### config.mk
export PLATFORM = sky130hd
export DESIGN_NAME = serial_subtractor_64
export DESIGN_NICKNAME = d
export VERILOG_FILES = /design/src/rtl/adder_pkg.sv /design/src/rtl/sub_digit.sv /design/src/rtl/serial_subtractor_64.sv
export SDC_FILE = /design/constraint.sdc
export NUM_CORES = 1
export LEC_CHECK = 0
export ABC_AREA = 1
export BUFFER_PORTS_ARGS = -buffer_cell sky130_fd_sc_hd__buf_2
export CORE_UTILIZATION = 54
export DETAILED_ROUTE_END_ITERATION = 10
export PLACE_DENSITY = 0.77
export SKIP_CTS_REPAIR_TIMING = 1
export SLEW_MARGIN = 20
export SYNTH_ARGS = -nofsm -noshare
export SYNTH_HDL_FRONTEND = slang
export SYNTH_SLANG_ARGS = --single-unit
### constraint.sdc
create_clock -name clk -period 2.38 [get_ports clk]
set_input_delay 0.476 -clock clk [delete_from_list [all_inputs] [get_ports clk]]
set_output_delay 0.476 -clock clk [all_outputs]
set_load 0.02 [all_outputs]
### src/rtl/adder_pkg.sv
// Shared definitions for the adder/subtractor family: default width,
// control state encoding and the digit-count helper.
package adder_pkg;

   localparam int WIDTH_DEFAULT = 64;

   typedef enum logic [1:0] {
      IDLE = 2'd0,
      BUSY = 2'd1,
      DONE = 2'd2
   } state_t;

   function automatic int ndig(input int width, input int digit);
      return width / digit;
   endfunction

endpackage

### src/rtl/sub_digit.sv
// One DIGIT-wide subtract slice: d = a - b - borrow_in, with borrow_out.
// Done as a + ~b + ~borrow_in so the carry out is the inverted borrow.
module sub_digit #(
   parameter int DIGIT = 8
) (
   input  logic [DIGIT-1:0] i_a,
   input  logic [DIGIT-1:0] i_b,
   input  logic             i_borrow,
   output logic [DIGIT-1:0] o_d,
   output logic             o_borrow
);

   logic [DIGIT:0] w_sum;

   assign w_sum    = {1'b0, i_a} + {1'b0, ~i_b} + {{DIGIT{1'b0}}, ~i_borrow};
   assign o_d      = w_sum[DIGIT-1:0];
   assign o_borrow = ~w_sum[DIGIT];

endmodule

### src/rtl/serial_subtractor_64.sv
// Digit-serial unsigned subtractor: diff = in1 - in2 - bin over NDIG cycles,
// with valid/ready handshakes on the operand and result sides.
module serial_subtractor_64
   import adder_pkg::*;
#(
   parameter int WIDTH = WIDTH_DEFAULT,
   parameter int DIGIT = 8
) (
   input  logic             clk,
   input  logic             rst,
   input  logic             in_valid,
   output logic             in_ready,
   input  logic [WIDTH-1:0] in1,
   input  logic [WIDTH-1:0] in2,
   input  logic             bin,
   output logic             out_valid,
   input  logic             out_ready,
   output logic [WIDTH-1:0] diff,
   output logic             bout
);

   localparam int NDIG  = ndig(WIDTH, DIGIT);
   localparam int CNT_W = (NDIG > 1) ? $clog2(NDIG) : 1;

   generate
      if ((WIDTH % DIGIT) != 0) begin : g_bad_cfg
         $error("serial_subtractor_64: WIDTH must be a multiple of DIGIT");
      end
   endgenerate

   state_t             r_state;
   state_t             w_state_next;
   logic [WIDTH-1:0]   r_a;
   logic [WIDTH-1:0]   r_b;
   logic [WIDTH-1:0]   r_diff;
   logic [WIDTH-1:0]   w_diff_next;
   logic               r_borrow;
   logic               r_bout;
   logic [CNT_W-1:0]   r_cnt;
   logic [DIGIT-1:0]   w_d;
   logic               w_borrow_out;
   logic               w_accept;
   logic               w_last;

   sub_digit #(.DIGIT(DIGIT)) u_digit (
      .i_a      (r_a[DIGIT-1:0]),
      .i_b      (r_b[DIGIT-1:0]),
      .i_borrow (r_borrow),
      .o_d      (w_d),
      .o_borrow (w_borrow_out)
   );

   assign w_accept = (r_state == IDLE) && in_valid;
   assign w_last   = (r_cnt == CNT_W'(NDIG - 1));

   // Only the slot selected by the counter takes the new digit; the rest hold.
   genvar gi;
   generate
      for (gi = 0; gi < NDIG; gi++) begin : g_slot
         assign w_diff_next[gi*DIGIT +: DIGIT] =
            (r_cnt == CNT_W'(gi)) ? w_d : r_diff[gi*DIGIT +: DIGIT];
      end
   endgenerate

   always_comb begin
      w_state_next = r_state;
      in_ready     = 1'b0;
      out_valid    = 1'b0;
      case (r_state)
         IDLE: begin
            in_ready = 1'b1;
            if (in_valid) w_state_next = BUSY;
         end
         BUSY: begin
            if (w_last) w_state_next = DONE;
         end
         DONE: begin
            out_valid = 1'b1;
            if (out_ready) w_state_next = IDLE;
         end
         default: w_state_next = IDLE;
      endcase
   end

   always_ff @(posedge clk) begin
      if (rst) begin
         r_state  <= IDLE;
         r_a      <= '0;
         r_b      <= '0;
         r_diff   <= '0;
         r_borrow <= 1'b0;
         r_bout   <= 1'b0;
         r_cnt    <= '0;
      end else begin
         r_state <= w_state_next;
         if (w_accept) begin
            r_a      <= in1;
            r_b      <= in2;
            r_borrow <= bin;
            r_cnt    <= '0;
         end else if (r_state == BUSY) begin
            r_a      <= r_a >> DIGIT;
            r_b      <= r_b >> DIGIT;
            r_borrow <= w_borrow_out;
            r_cnt    <= r_cnt + 1'b1;
            r_diff   <= w_diff_next;
            if (w_last) r_bout <= w_borrow_out;
         end
      end
   end

   assign diff = r_diff;
   assign bout = r_bout;

endmodule
Word level (Yosys, flattened, before mapping)
Cells that the tools add are included.
- $add $sub $neg: 3
- multipliers: 0
- divide/modulo/power cells: 0
- order comparisons: 0
- eq/ne operators: 12
- shift operators: 0
- multiplexer cells: 12
- bitwise gates (word level): 4
- reduce and logical (&&, ||, !) cells: 14
- operators by type and width (cell ; number):
    2-to-1 mux 64 bit ; 4
    AND reduction 3 bit ; 9
    == test 3 bit (second input constant) ; 4
    adder 8 x 8 -> 9 bit ; 1
    adder 9 x 1 -> 9 bit ; 1
    NOT 8 bit ; 1
    == test 3 x 2 -> 1 bit (second input constant) ; 2
    2-to-1 mux 2 bit ; 3
    != test 2 bit (second input constant) ; 3
    one-hot mux 2 bit (3 select lines) ; 1
    2-to-1 mux 1 bit ; 4
    adder 3 x 1 -> 3 bit (second input constant) ; 1
    == test 3 x 1 -> 1 bit (second input constant) ; 1
    logical NOT 3 bit ; 1
    NOT 1 bit ; 3
    == test 2 x 1 -> 1 bit (second input constant) ; 1
    == test 2 bit (second input constant) ; 1
    logical NOT 2 bit ; 1
    nonzero test 2 bit ; 1
    OR reduction 2 bit ; 1
    logical AND 1 bit ; 1
- register bits: 199
- bits in latches: 0
- memory bits (writable): 0
- memory bits (read-only): 0
- output and inout bits: 67
- logic and storage cells: 59
- memories kept: 0

Logic depth before layout (Yosys ltp)
- word-level depth: 6
- depth in mapped cells: 11
- gate-level depth less buffers: 11

By module
A second synthesis with hierarchy kept.
- cell total of the unflattened synthesis: 1537
- area, all modules: 9789.4 um^2
- by module, submodules not included (module ; instances ; cells each ; area an instance (um^2)):
    serial_subtractor_64 ; 1 ; 1469 ; 9382.7
    sub_digit ; 1 ; 68 ; 406.6

Least setup slack after synthesis
No wires, ideal clock.
- kind: flip-flop to flip-flop
- start point: register r_b[0]
- end point: register r_diff[14], in the netlist diff[14]
- setup time: 0.109 ns
- arrival: 1.789 ns
- path slack: 0.483 ns
- cell stages (with the launch flop): 12
- path through: dfxtp_1 > inv_1 > fa_1 > fa_1 > nand3_1 > nand2_1 > nand2_1 > nand2_1 > nand2_1 > nand3_1 > nand2_1 > inv_1
- word-level cells in the longest chain between the ends: 3
- RTL lines (item ; RTL line ; RTL):
    start: declaration ; serial_subtractor_64.sv:34 ; logic [WIDTH-1:0] r_b;
    start signal: assignment ; serial_subtractor_64.sv:98 ; r_b <= in2;
    start signal: assignment ; serial_subtractor_64.sv:103 ; r_b <= r_b >> DIGIT;
    NOT 8 bit ; sub_digit.sv:15 ; assign w_sum = {1'b0, i_a} + {1'b0, ~i_b} + {{DIGIT{1'b0}}, ~i_borrow};
    adder 8 x 8 -> 9 bit ; sub_digit.sv:15 ;
    adder 9 x 1 -> 9 bit ; sub_digit.sv:15 ;
    end signal: assignment ; serial_subtractor_64.sv:106 ; r_diff <= w_diff_next;
    end: declaration ; serial_subtractor_64.sv:35 ; logic [WIDTH-1:0] r_diff;
Every way passes these cells.
A chain may end at the register's enable or synchronous reset.

Worst setup path after layout
- start point: register r_b[0]
- end point: register r_diff[62], in the netlist diff[62]
The elaborated chain is that of the path after synthesis.

==> summary.md <==
| Metric | Value |
|---|---|
| Status | `complete, no violations` |
| Max Cap Violations | `0` |
| Critical path buffers and inverters | `2` |
| Commonest cells in the netlist | `nand2_1 (454), dfxtp_1 (199), a31oi_1 (112)` |
| Chip height | `127 um` |
| Post-synth ARST share | `0%` |
| Row count | `45` |
| DRT Pass-1 Iters | `7` |
| Pleak | `0.00445 uW` |
| Setup CP Type | `flop to flop` |
| Tightest Pin Transition | `0.725 ns` |
| CTS sink cnt | `199` |
| Initial antenna violation count | `0` |
| Cell mode on critical path | `nand2_1` |
| Worst flop-to-flop path startpoint | `r_b[0]$_SDFFE_PP0P_` |
| Die Wd | `127 um` |
| Sw Pwr | `2070 uW` |
| Htree depth | `4` |
| Netlist cell types | `30` |
| Clk buf depth | `2` |
| DRT iter0 DRCs | `673` |
| Ys flop type | `dfxtp_1` |
| Number of flops mapped to enable cells by yosys | `0` |
| Clock share of power | `41.3%` |
| Cell count after synthesis | `1117` |
| TritonCTS clock tree | `done` |
| Count of state elements after synthesis | `199` |
| Synth area leader | `dfxtp_1` |
| Final slew viol count | `0` |
| P per Cell Area | `798 nW/um^2` |
| Critical path depth | `11` |
| Final GP Congestion | `0.811` |
| Mapped Area | `8380 um^2` |
| CP max-delay cell | `fa_1` |
| Clock latency on the worst-skew pair | `0.43 ns` |
| Final Hold Fails | `0` |
| Wire length on met2 | `9320 um` |
| DRT antenna net count | `0` |
| Count leader, synth | `nand2_1` |
| Slowest stage delay, CP | `0.45 ns` |
| Initial cell density of the core | `55.3%` |
| Internal | `5840 uW` |
| Final Util | `65.5%` |
| Sw frac | `26.2%` |
| Post-Syn Nets | `1265` |
| Final Skew | `0.00725 ns` |
| Via-to-Cell Ratio | `5.22` |
| GRT overflow | `0` |
| Logic pwr share | `13.1%` |
| WL final | `20400 um` |
| Worst-path maximum fanout | `8` |
| First-pass GRT wire length | `33100 um` |
| Area growth, synth to finish | `18.4%` |
| Inserted Clock Buffers | `17` |
| HP Class | `input port to flop` |
| I/O Pins | `200` |
| Post-Syn Area per Cell | `7.50 um^2` |
| Sequential Power Share | `45.6%` |
| CP startpoint | `r_b[0]$_SDFFE_PP0P_` |
| Number of global-route vias before repair | `6848` |
| Worst setup endpoint | `diff[62]$_SDFFE_PP0P_` |
| F_max | `471 MHz` |
| Tmin final | `2.12 ns` |
| Final period utilization | `89.1%` |
| Setup TNS | `0 ns` |
| DP HPWL | `13300 um` |
| Hold Slack | `0.287 ns` |
| DRC | `0` |
| Relative slew slack | `51.6%` |
| All-Layer GR Usage | `25.9%` |
| Port buffer count | `199` |
| Critical Path, Cell by Cell | `inv_1, fa_1, fa_1, nand3_1, nand2_1, nand2_1, nand2_1, nand2_1, nand3_1, nand2_1, inv_1` |
| R2R cell count | `11` |
| Critical path arrival | `2.46 ns` |
| CP top delay family | `adder cells` |
| Endpoints failing setup | `0` |
| Setup crit start kind | `flop` |
| Reg2reg setup slack | `0.26 ns` |
| Reg2Reg Capture Point | `diff[62]$_SDFFE_PP0P_` |
| Synth top area share | `47.5%` |
| Ranking of synthesized cells by area | `dfxtp_1 (48%), nand2_1 (20%), a31oi_1 (8.4%)` |
| Crit end category | `flop` |
| Syn. warnings | `0` |
| Root Driver | `clkbuf_16` |
| Worst vdd rail ir drop | `0.000532 V` |
| Largest net degree at the start of global routing | `154` |
| Met3 WL | `1040 um` |
| M1 WL | `9500 um` |
| Clock transition at path regs | `0.07 ns` |
| DR top layer | `met4` |
| Sequential element share of the synthesized area | `47.5%` |
| Drt wl/cell | `13.9 um` |
| Core area | `15100 um^2` |
| Final net count | `1420` |
| Die area | `16000 um^2` |
| Vias | `7693` |
| Layout cells sized above 1 | `19.8%` |
| WP data required | `2.71 ns` |
| RSZ-0062 raised after global routing | `no` |
-- cells in the final DEF (no fill, tap or decap), types with 2 or more instances in the layout --
cell	count
buf_4	4
dfxtp_1	199
nor2_1	43
clkbuf_16	17
inv_6	3
o21a_1	21
clkinv_4	2
buf_12	4
inv_1	70
nand3_1	44
fa_1	2
bufinv_16	6
o21ai_1	2
a21oi_1	41
buf_2	198
nand2_1	454
o211ai_1	8
clkinvlp_4	3
nor2_2	2
xor2_1	2
nand3_4	2
nand2_2	2
inv_4	2
ha_1	13
inv_2	7
a31oi_1	112
o21ai_0	16
-- state kept, by name, summed over array words and instances, names as in the netlist --
register  cells
r_a          64
bout          1
diff         64
r_cnt         3
r_state       2
r_b          64
r_borrow      1
-- cell families (layout without fill, tap and decap cells) --
| group | count (synthesis) | count (layout) | share of synthesized area (%) |
|---|---|---|---|
| compound gates | 201 | 201 | 14.6 |
| xor+xnor | 3 | 3 | 0.314 |
| fa+ha+maj | 15 | 15 | 2.42 |
| buf+inv | 149 | 316 | 9.21 |
| flops | 199 | 199 | 47.5 |
| other cells | 0 | 1 | 0 |
| simple gates | 550 | 550 | 25.9 |
-- routing by layer --
layer  up-vias  global-route usage, %
met5         -                      0
met4         0                   11.4
met3        34                   5.69
met2       226                   40.3
met1      3498                   34.6
li1       3935                      -
-- metrics by stage --
step / worst slack [ns] / instance area, um^2 / total power [uW] / std cells
finish: 0.259 / 9920 / 7910 / 1473
global route: 0.0511 / 9920 / 8230 / 1472
CTS: 0.257 / 9920 / 7950 / 1472
detailed placement: 0.282 / 9250 / 4710 / 1441
global placement: 0.348 / 9250 / 4700 / 1441
floorplan: 0.483 / 8380 / 4410 / 1117
-- tightest hold or removal path, cell delays in order --
cell     delay, ns
buf_2         0.09
nand2_1       0.05
a21oi_1       0.05
-- worst min path at each step --
stage	start	endpoint	slack [ns]	depth (start not counted)
6_report	in2[60]	r_b[60]$_SDFFE_PP0P_	0.29	3
5_1_grt	in2[59]	r_b[59]$_SDFFE_PP0P_	0.28	3
4_1_cts	in2[60]	r_b[60]$_SDFFE_PP0P_	0.27	3
3_5_place_dp	r_b[58]$_SDFFE_PP0P_	r_b[58]$_SDFFE_PP0P_	0.46	2
3_3_place_gp	r_a[62]$_SDFFE_PP0P_	r_a[62]$_SDFFE_PP0P_	0.45	2
2_1_floorplan	r_a[56]$_SDFFE_PP0P_	r_a[56]$_SDFFE_PP0P_	0.44	2
-- power groups by stage --
stage / combinational [uW] / clock [uW] / sequential (uW)
after CTS: 1030 / 3310 / 3610
after floorplan: 729 / 0 / 3680
final: 1030 / 3270 / 3610
after global routing: 1150 / 3450 / 3630
after detailed placement: 1030 / 0 / 3680
after global placement: 1020 / 0 / 3680
-- layout make-up --
cell class	instances	area, um^2
fillers	1362	5230
flip-flops and latches	199	3980
multi-input cells	769	3620
repair buffers	206	1100
clock buffers	17	425
inverters	79	302
clock inverters	14	246
well taps	188	235
diodes	1	2.50
No activity file was read; power rests on OpenSTA's default activity.
